[config.mk]
export PLATFORM = sky130hd
export DESIGN_NAME = seg7_disp_sched
export DESIGN_NICKNAME = d
export VERILOG_FILES = /design/src/rtl/seg7_disp_sched.sv
export SDC_FILE = /design/constraint.sdc
export NUM_CORES = 1
export LEC_CHECK = 0
export CAP_MARGIN = 20
export CORE_MARGIN = 2
export CORE_UTILIZATION = 44
export CTS_BUF_LIST = sky130_fd_sc_hd__clkbuf_4 sky130_fd_sc_hd__clkbuf_8 sky130_fd_sc_hd__clkbuf_16
export DETAILED_ROUTE_END_ITERATION = 8
export HOLD_SLACK_MARGIN = 0.15
export PLACE_DENSITY = 0.79
export SLEW_MARGIN = 5
export SYNTH_ARGS = -nofsm -noshare
export SYNTH_HDL_FRONTEND = slang
export SYNTH_SLANG_ARGS = --single-unit
export TNS_END_PERCENT = 30
[constraint.sdc]
create_clock -name clk -period 2.9 [get_ports clk]
set_clock_uncertainty 0.05 [all_clocks]
set_input_delay 0.435 -clock clk [delete_from_list [all_inputs] [get_ports clk]]
set_output_delay 0.435 -clock clk [all_outputs]
set_load 0.005 [all_outputs]
[src/rtl/seg7_disp_sched.sv]
// seg7_disp_sched
//   Time-shares one 8-digit seven-segment driver among NSRC requesters.
//   Grants are round-robin with a guaranteed minimum hold of HOLD_CYC
//   cycles. After the hold expires the owner keeps the display until
//   another source asks for it or it stops requesting. A manual lock
//   pins the source chosen by sel_sw to the display.
//
// Ports:
//   clk        system clock
//   rstn       asynchronous active-low reset
//   req        per-source level request
//   src_data   source k data word in bits [64k+63:64k]
//   src_mode   source k display mode (0 = hex from [31:0], 1 = raw segments)
//   lock       manual override enable
//   sel_sw     source forced while lock is high
//   gnt        one-hot grant (or zero), registered
//   cur_src    index of the current or last grantee, registered
//   disp_data  driver i_data, registered (all ones = segments off)
//   disp_mode  driver disp_mode, registered
//   busy       high while a source is granted
//   pend       (SEG7_SCHED_PEND_EN only) registered req & ~gnt
//   starve     (SEG7_SCHED_PEND_EN only) a source has waited more than
//              2*NSRC*HOLD_CYC cycles without a grant
//
// Build option: define SEG7_SCHED_PEND_EN to add pend/starve and the
// per-source wait counters behind them.
module seg7_disp_sched #(
  parameter int NSRC     = 4,
  parameter int SEL_W    = 2,
  parameter int HOLD_CYC = 50000000,
  parameter int HOLD_W   = 26
) (
  input  logic                 clk,
  input  logic                 rstn,
  input  logic [NSRC-1:0]      req,
  input  logic [64*NSRC-1:0]   src_data,
  input  logic [NSRC-1:0]      src_mode,
  input  logic                 lock,
  input  logic [SEL_W-1:0]     sel_sw,
  output logic [NSRC-1:0]      gnt,
  output logic [SEL_W-1:0]     cur_src,
  output logic [63:0]          disp_data,
  output logic                 disp_mode,
  output logic                 busy
`ifdef SEG7_SCHED_PEND_EN
  ,
  output logic [NSRC-1:0]      pend,
  output logic                 starve
`endif
);

  typedef enum logic [1:0] {S_IDLE, S_HOLD, S_SHARE, S_LOCK} state_t;

  localparam logic [63:0]       BLANK     = 64'hFFFF_FFFF_FFFF_FFFF;
  localparam logic [HOLD_W-1:0] HOLD_LOAD = HOLD_W'(HOLD_CYC - 1);

  state_t              state_reg;
  logic [HOLD_W-1:0]   hold_cnt_reg;
  logic [SEL_W-1:0]    rr_ptr_reg;
  logic [SEL_W-1:0]    cur_src_reg;
  logic [NSRC-1:0]     gnt_reg;
  logic [63:0]         disp_data_reg;
  logic                disp_mode_reg;
  logic                busy_reg;

  logic [63:0]         src_arr [NSRC];
  logic [NSRC-1:0]     share_req;
  logic [SEL_W-1:0]    idle_pick;
  logic [SEL_W-1:0]    share_pick;
  logic                grant_go;
  logic [SEL_W-1:0]    grant_idx;

  genvar gi;
  generate
    for (gi = 0; gi < NSRC; gi++) begin : g_src
      assign src_arr[gi] = src_data[64*gi +: 64];
    end
  endgenerate

  // Index lookups go through compare loops so that an out-of-range index
  // (sel_sw >= NSRC) naturally yields the blank/idle value.
  function automatic logic [63:0] data_of(input logic [SEL_W-1:0] k);
    logic [63:0] d;
    d = BLANK;
    for (int i = 0; i < NSRC; i++)
      if (k == SEL_W'(i)) d = src_arr[i];
    return d;
  endfunction

  function automatic logic mode_of(input logic [SEL_W-1:0] k);
    logic m;
    m = 1'b1;
    for (int i = 0; i < NSRC; i++)
      if (k == SEL_W'(i)) m = src_mode[i];
    return m;
  endfunction

  function automatic logic req_of(input logic [SEL_W-1:0] k);
    logic r;
    r = 1'b0;
    for (int i = 0; i < NSRC; i++)
      if (k == SEL_W'(i)) r = req[i];
    return r;
  endfunction

  function automatic logic [NSRC-1:0] onehot(input logic [SEL_W-1:0] k);
    logic [NSRC-1:0] o;
    o = '0;
    for (int i = 0; i < NSRC; i++)
      o[i] = (k == SEL_W'(i));
    return o;
  endfunction

  function automatic logic [SEL_W-1:0] next_ptr(input logic [SEL_W-1:0] k);
    int s;
    s = (int'(k) + 1) % NSRC;
    return SEL_W'(s);
  endfunction

  // Rotate the request vector so bit 0 is the rr pointer, take the first
  // set bit, then map back to an absolute index.
  function automatic logic [SEL_W-1:0] rr_pick(input logic [NSRC-1:0] r,
                                               input logic [SEL_W-1:0] ptr);
    logic [2*NSRC-1:0] dbl;
    logic [NSRC-1:0]   rot;
    logic              found;
    int                s;
    dbl   = {r, r};
    rot   = NSRC'(dbl >> ptr);
    found = 1'b0;
    s     = int'(ptr);
    for (int i = 0; i < NSRC; i++) begin
      if (!found && rot[i]) begin
        found = 1'b1;
        s     = int'(ptr) + i;
        if (s >= NSRC) s = s - NSRC;
      end
    end
    return SEL_W'(s);
  endfunction

  assign share_req  = req & ~gnt_reg;
  assign idle_pick  = rr_pick(req, rr_ptr_reg);
  assign share_pick = rr_pick(share_req, rr_ptr_reg);

  // A new grant is issued from IDLE on any request, or from SHARE when a
  // source other than the current owner is asking.
  always_comb begin
    grant_go  = 1'b0;
    grant_idx = idle_pick;
    if (state_reg == S_IDLE) begin
      grant_go = |req;
    end else if (state_reg == S_SHARE) begin
      grant_go  = |share_req;
      grant_idx = share_pick;
    end
  end

  always_ff @(posedge clk or negedge rstn) begin
    if (!rstn) begin
      state_reg     <= S_IDLE;
      hold_cnt_reg  <= '0;
      rr_ptr_reg    <= '0;
      cur_src_reg   <= '0;
      gnt_reg       <= '0;
      disp_data_reg <= BLANK;
      disp_mode_reg <= 1'b1;
      busy_reg      <= 1'b0;
    end else if (lock) begin
      // Locked: follow sel_sw live, ignore req and the hold counter.
      state_reg     <= S_LOCK;
      cur_src_reg   <= sel_sw;
      gnt_reg       <= onehot(sel_sw);
      busy_reg      <= (int'(sel_sw) < NSRC);
      disp_data_reg <= data_of(sel_sw);
      disp_mode_reg <= mode_of(sel_sw);
    end else if (state_reg == S_LOCK) begin
      // Release: one blank cycle, arbitration resumes after the pinned source.
      state_reg     <= S_IDLE;
      rr_ptr_reg    <= next_ptr(sel_sw);
      gnt_reg       <= '0;
      busy_reg      <= 1'b0;
      disp_data_reg <= BLANK;
      disp_mode_reg <= 1'b1;
    end else if (grant_go) begin
      state_reg     <= S_HOLD;
      hold_cnt_reg  <= HOLD_LOAD;
      rr_ptr_reg    <= next_ptr(grant_idx);
      cur_src_reg   <= grant_idx;
      gnt_reg       <= onehot(grant_idx);
      busy_reg      <= 1'b1;
      disp_data_reg <= data_of(grant_idx);
      disp_mode_reg <= mode_of(grant_idx);
    end else begin
      case (state_reg)
        S_HOLD: begin
          if (hold_cnt_reg == '0) state_reg <= S_SHARE;
          else                    hold_cnt_reg <= hold_cnt_reg - HOLD_W'(1);
          // Owner dropped its request: keep the grant, freeze the data.
          if (req_of(cur_src_reg)) begin
            disp_data_reg <= data_of(cur_src_reg);
            disp_mode_reg <= mode_of(cur_src_reg);
          end
        end
        S_SHARE: begin
          if (req_of(cur_src_reg)) begin
            disp_data_reg <= data_of(cur_src_reg);
            disp_mode_reg <= mode_of(cur_src_reg);
          end else begin
            state_reg     <= S_IDLE;
            gnt_reg       <= '0;
            busy_reg      <= 1'b0;
            disp_data_reg <= BLANK;
            disp_mode_reg <= 1'b1;
          end
        end
        default: begin
          gnt_reg       <= '0;
          busy_reg      <= 1'b0;
          disp_data_reg <= BLANK;
          disp_mode_reg <= 1'b1;
        end
      endcase
    end
  end

  assign gnt       = gnt_reg;
  assign cur_src   = cur_src_reg;
  assign disp_data = disp_data_reg;
  assign disp_mode = disp_mode_reg;
  assign busy      = busy_reg;

`ifdef SEG7_SCHED_PEND_EN
  // Wide enough for 2*NSRC*HOLD_CYC with NSRC <= 8.
  localparam int    WAIT_W     = HOLD_W + 5;
  localparam longint STARVE_LIM = 2 * longint'(NSRC) * longint'(HOLD_CYC);

  logic [NSRC-1:0] pend_reg;
  logic [NSRC-1:0] starve_flags;
  logic            starve_reg;

  always_ff @(posedge clk or negedge rstn) begin
    if (!rstn) begin
      pend_reg   <= '0;
      starve_reg <= 1'b0;
    end else begin
      pend_reg   <= req & ~gnt_reg;
      starve_reg <= |starve_flags;
    end
  end

  generate
    for (gi = 0; gi < NSRC; gi++) begin : g_wait
      logic [WAIT_W-1:0] wait_cnt_reg;
      logic              flag_reg;
      always_ff @(posedge clk or negedge rstn) begin
        if (!rstn) begin
          wait_cnt_reg <= '0;
          flag_reg     <= 1'b0;
        end else if (gnt_reg[gi]) begin
          wait_cnt_reg <= '0;
          flag_reg     <= 1'b0;
        end else if (pend_reg[gi]) begin
          if (wait_cnt_reg != '1) wait_cnt_reg <= wait_cnt_reg + WAIT_W'(1);
          if (wait_cnt_reg > WAIT_W'(STARVE_LIM)) flag_reg <= 1'b1;
        end else begin
          // Only a continuous wait counts; the flag itself clears on grant.
          wait_cnt_reg <= '0;
        end
      end
      assign starve_flags[gi] = flag_reg;
    end
  endgenerate

  assign pend   = pend_reg;
  assign starve = starve_reg;
`endif

endmodule

==> impl_metrics.py <==
metrics = {
    "sta": {
        "hold_viol": 0,
        "rsz0062_at_grt": "true",
        "setup_tns_ns": -0.129,
        "period_share_pct": 102,
        "worstMarginPinSlew_ns": 1.31,
        "setup_violations": 7,
        "clock.fmax_mhz": 339,
        "fin_crit_ns": 2.95,
        "drv_slew": 0,
        "relSlewSlack_pct": 12.9,
        "layout_setup_ws_ns": -0.0465,
    },
    "drt": {
        "postRouteAntennaNets": 0,
        "drt_iter0_markers": 1381,
        "wl_um": 44900,
        "viasPerCell": 6.72,
        "drc": 0,
        "vias": 12200,
        "wl_per_cell_um": 24.8,
        "first_pass_iters": 8,
    },
    "synthesis": {
        "synth_top_area_share_pct": 32.8,
        "ys_top_cells_by_area": "mux4_2, dfstp_2, dfrtp_1",
        "ys.flop_type": "dfstp_2",
        "avgSynthCellArea_um2": 10.3,
        "ys_ff_latch": 102,
        "synth_edf_count": 0,
        "synth_top_area_cell": "mux4_2",
        "yosysSeqAreaShare_pct": 23.2,
        "synth_fp_nets": 1374,
        "syn_area_um2": 11300,
        "postSynthCellCount": 1098,
        "async_reset_ff_share_pct": 100,
        "yosys_warnings": 0,
        "synth_cell_types": 63,
    },
    "setup_path": {
        "critPathSlowestCell": "dfrtp_1",
        "cp.required_ns": 3.14,
        "path_cells": "inv_2 -> ha_4 -> nor2b_4 -> o41ai_4 -> a311oi_1 -> buf_4 -> a32oi_2 -> nor2b_4 -> buf_12 -> buf_12 -> buf_16 -> buf_12 -> mux2i_1 -> mux2_2 -> a21oi_2",
        "cp-start-kind": "flop",
        "cpLargestDelayFamily": "buffers and inverters",
        "crit_top_cell": "buf_12",
        "arrival_ns": 3.19,
        "cp_max_fo": 8,
        "cpPeakStageDelay_ns": 0.41,
        "path_buf_inv": 6,
        "end_kind": "flop",
        "critical_path_class": "reg2reg",
    },
    "worst_hold_path": {
        "hold_path.class": "reg2reg",
    },
    "clock_tree": {
        "tritoncts": "built",
        "clk_latency_ns": 0.36,
        "clockRootBuffer": "clkbuf_16",
        "htreeDepth": 3,
        "clock_sinks": 102,
        "numCtsBuffers": 9,
        "clk_pin_slew_worst_paths_ns": 0.08,
        "clk_path_buf_depth": 2,
    },
    "power": {
        "fin_total_pwr_uw": 16900,
        "p_leak_uw": 0.00619,
        "ir_drop_v": 0.000524,
        "pwr_density_cell_nw_per_um2": 991,
    },
    "cells_and_area": {
        "nets": 1748,
        "largest_reg_flops": 64,
        "area_growth_pct": 50.1,
        "final_common_cell": "clkdlybuf4s50_1",
        "drive_above_1_share_pct": 33.5,
        "most-common-layout-cells": "clkdlybuf4s50_1, mux4_2, o21ai_0, buf_4, a21oi_1",
    },
    "floorplan": {
        "die_h_um": 164,
        "start_util_pct": 44.9,
        "die_w_um": 164,
        "num_rows": 58,
        "die_area_um2": 27100,
        "ioPinCount": 341,
        "core_area_um2": 25300,
    },
    "placement": {
        "io_buffers": 340,
        "place_congestion": 0.886,
        "hpwl_um": 30000,
    },
    "grt": {
        "antenna_found_initial": 2,
        "grt_pass1_vias": 12100,
        "grt_max_degree": 104,
        "track_usage_pct": 30.7,
        "grt_pass1_wl_um": 64500,
        "grt-ovfl-total": 0,
    },
    "status": {
        "status": "finished, violations left",
        "failed_checks": "negative setup slack",
    },
    "flow_run": {
        "drv_cap": 0,
    },
}
-- Yosys cell counts (11+ instances only) --
cell,count
a31oi_1,11
mux4_2,165
dfstp_2,65
a21oi_1,95
a22oi_1,18
mux2_2,38
inv_1,44
nor4_1,12
dfrtp_1,37
clkbuf_1,72
or3_1,11
nand2_1,50
xnor2_1,12
nor2b_1,28
nor2_1,78
mux2i_1,20
buf_2,23
a221oi_1,27
a211oi_1,50
o21ai_0,100
-- power by group --
part	internal (µW)	switching [µW]
Combinational	6850	5700
Sequential	2390	561
Clock	745	613
Total	9980	6880
-- repair_timing --
action                                  4_1_cts  5_1_grt
endpoints found under the hold margin        14        0
resized for setup                             8       86
pin swaps                                     2       42
endpoints found under the setup margin       33       75
buffers inserted                              5       16
cloned                                        2       10
hold buffers                                  1        0
-- layer usage --
| layer | wire [µm] | global-route usage [%] |
|---|---|---|
| met1 | 15900 | 37.3 |
| met2 | 22400 | 52.1 |
| met3 | 4500 | 6.35 |
| met4 | 2070 | 15.1 |
| met5 | 13 | 0 |
-- worst paths after layout --
path / from / end / slack (ns) / depth (start not counted)
min: busy / busy / 0.46 / 1
min reg2reg: busy / busy / 0.46 / 1
min in group asynchronous: rstn / busy / 0.60 / 2
max: state_reg[0] / disp_data[59] / -0.05 / 15
max reg2reg: state_reg[0] / disp_data[59] / -0.05 / 15
max in group asynchronous: rstn / disp_data[31] / 1.37 / 3
-- area by class of cell --
class	instances	area, µm²
clock buffers	12	267
flip-flops and latches	102	2650
diodes	2	5.00
well taps	330	413
inverters	44	169
repair buffers	474	5070
clock inverters	4	52.6
multi-input cells	841	8390
fillers	1866	8240
-- metrics by stage --
stage	util [%]	instance area (µm²)	worst slack [ns]	instances	hold slack, ns
global route	67.4	17000	-0.152	1808	0.487
global placement	62.5	15800	-0.300	1757	0.426
finish	67.4	17000	-0.0465	1809	0.456
floorplan	-	11300	0.127	1098	0.0894
detailed placement	62.5	15800	-0.418	1757	0.433
CTS	64.4	16300	0.00128	1781	0.441
-- cell families (layout without fill, tap and decap cells) --
| kind of cell | count (synthesis) | after routing | share of synthesized area, % |
|---|---|---|---|
| multiplexers | 223 | 223 | 38.3 |
| adder cells (fa/ha/maj) | 7 | 7 | 0.773 |
| flip-flops | 102 | 102 | 23.2 |
| buffers and inverters | 155 | 534 | 5.75 |
| AND/OR/NAND/NOR | 234 | 234 | 10.3 |
| other | 0 | 2 | 0 |
| AO/OA/AOI/OAI | 356 | 356 | 19.8 |
| XOR/XNOR | 21 | 21 | 1.79 |
(Power assumes the default switching activity.)
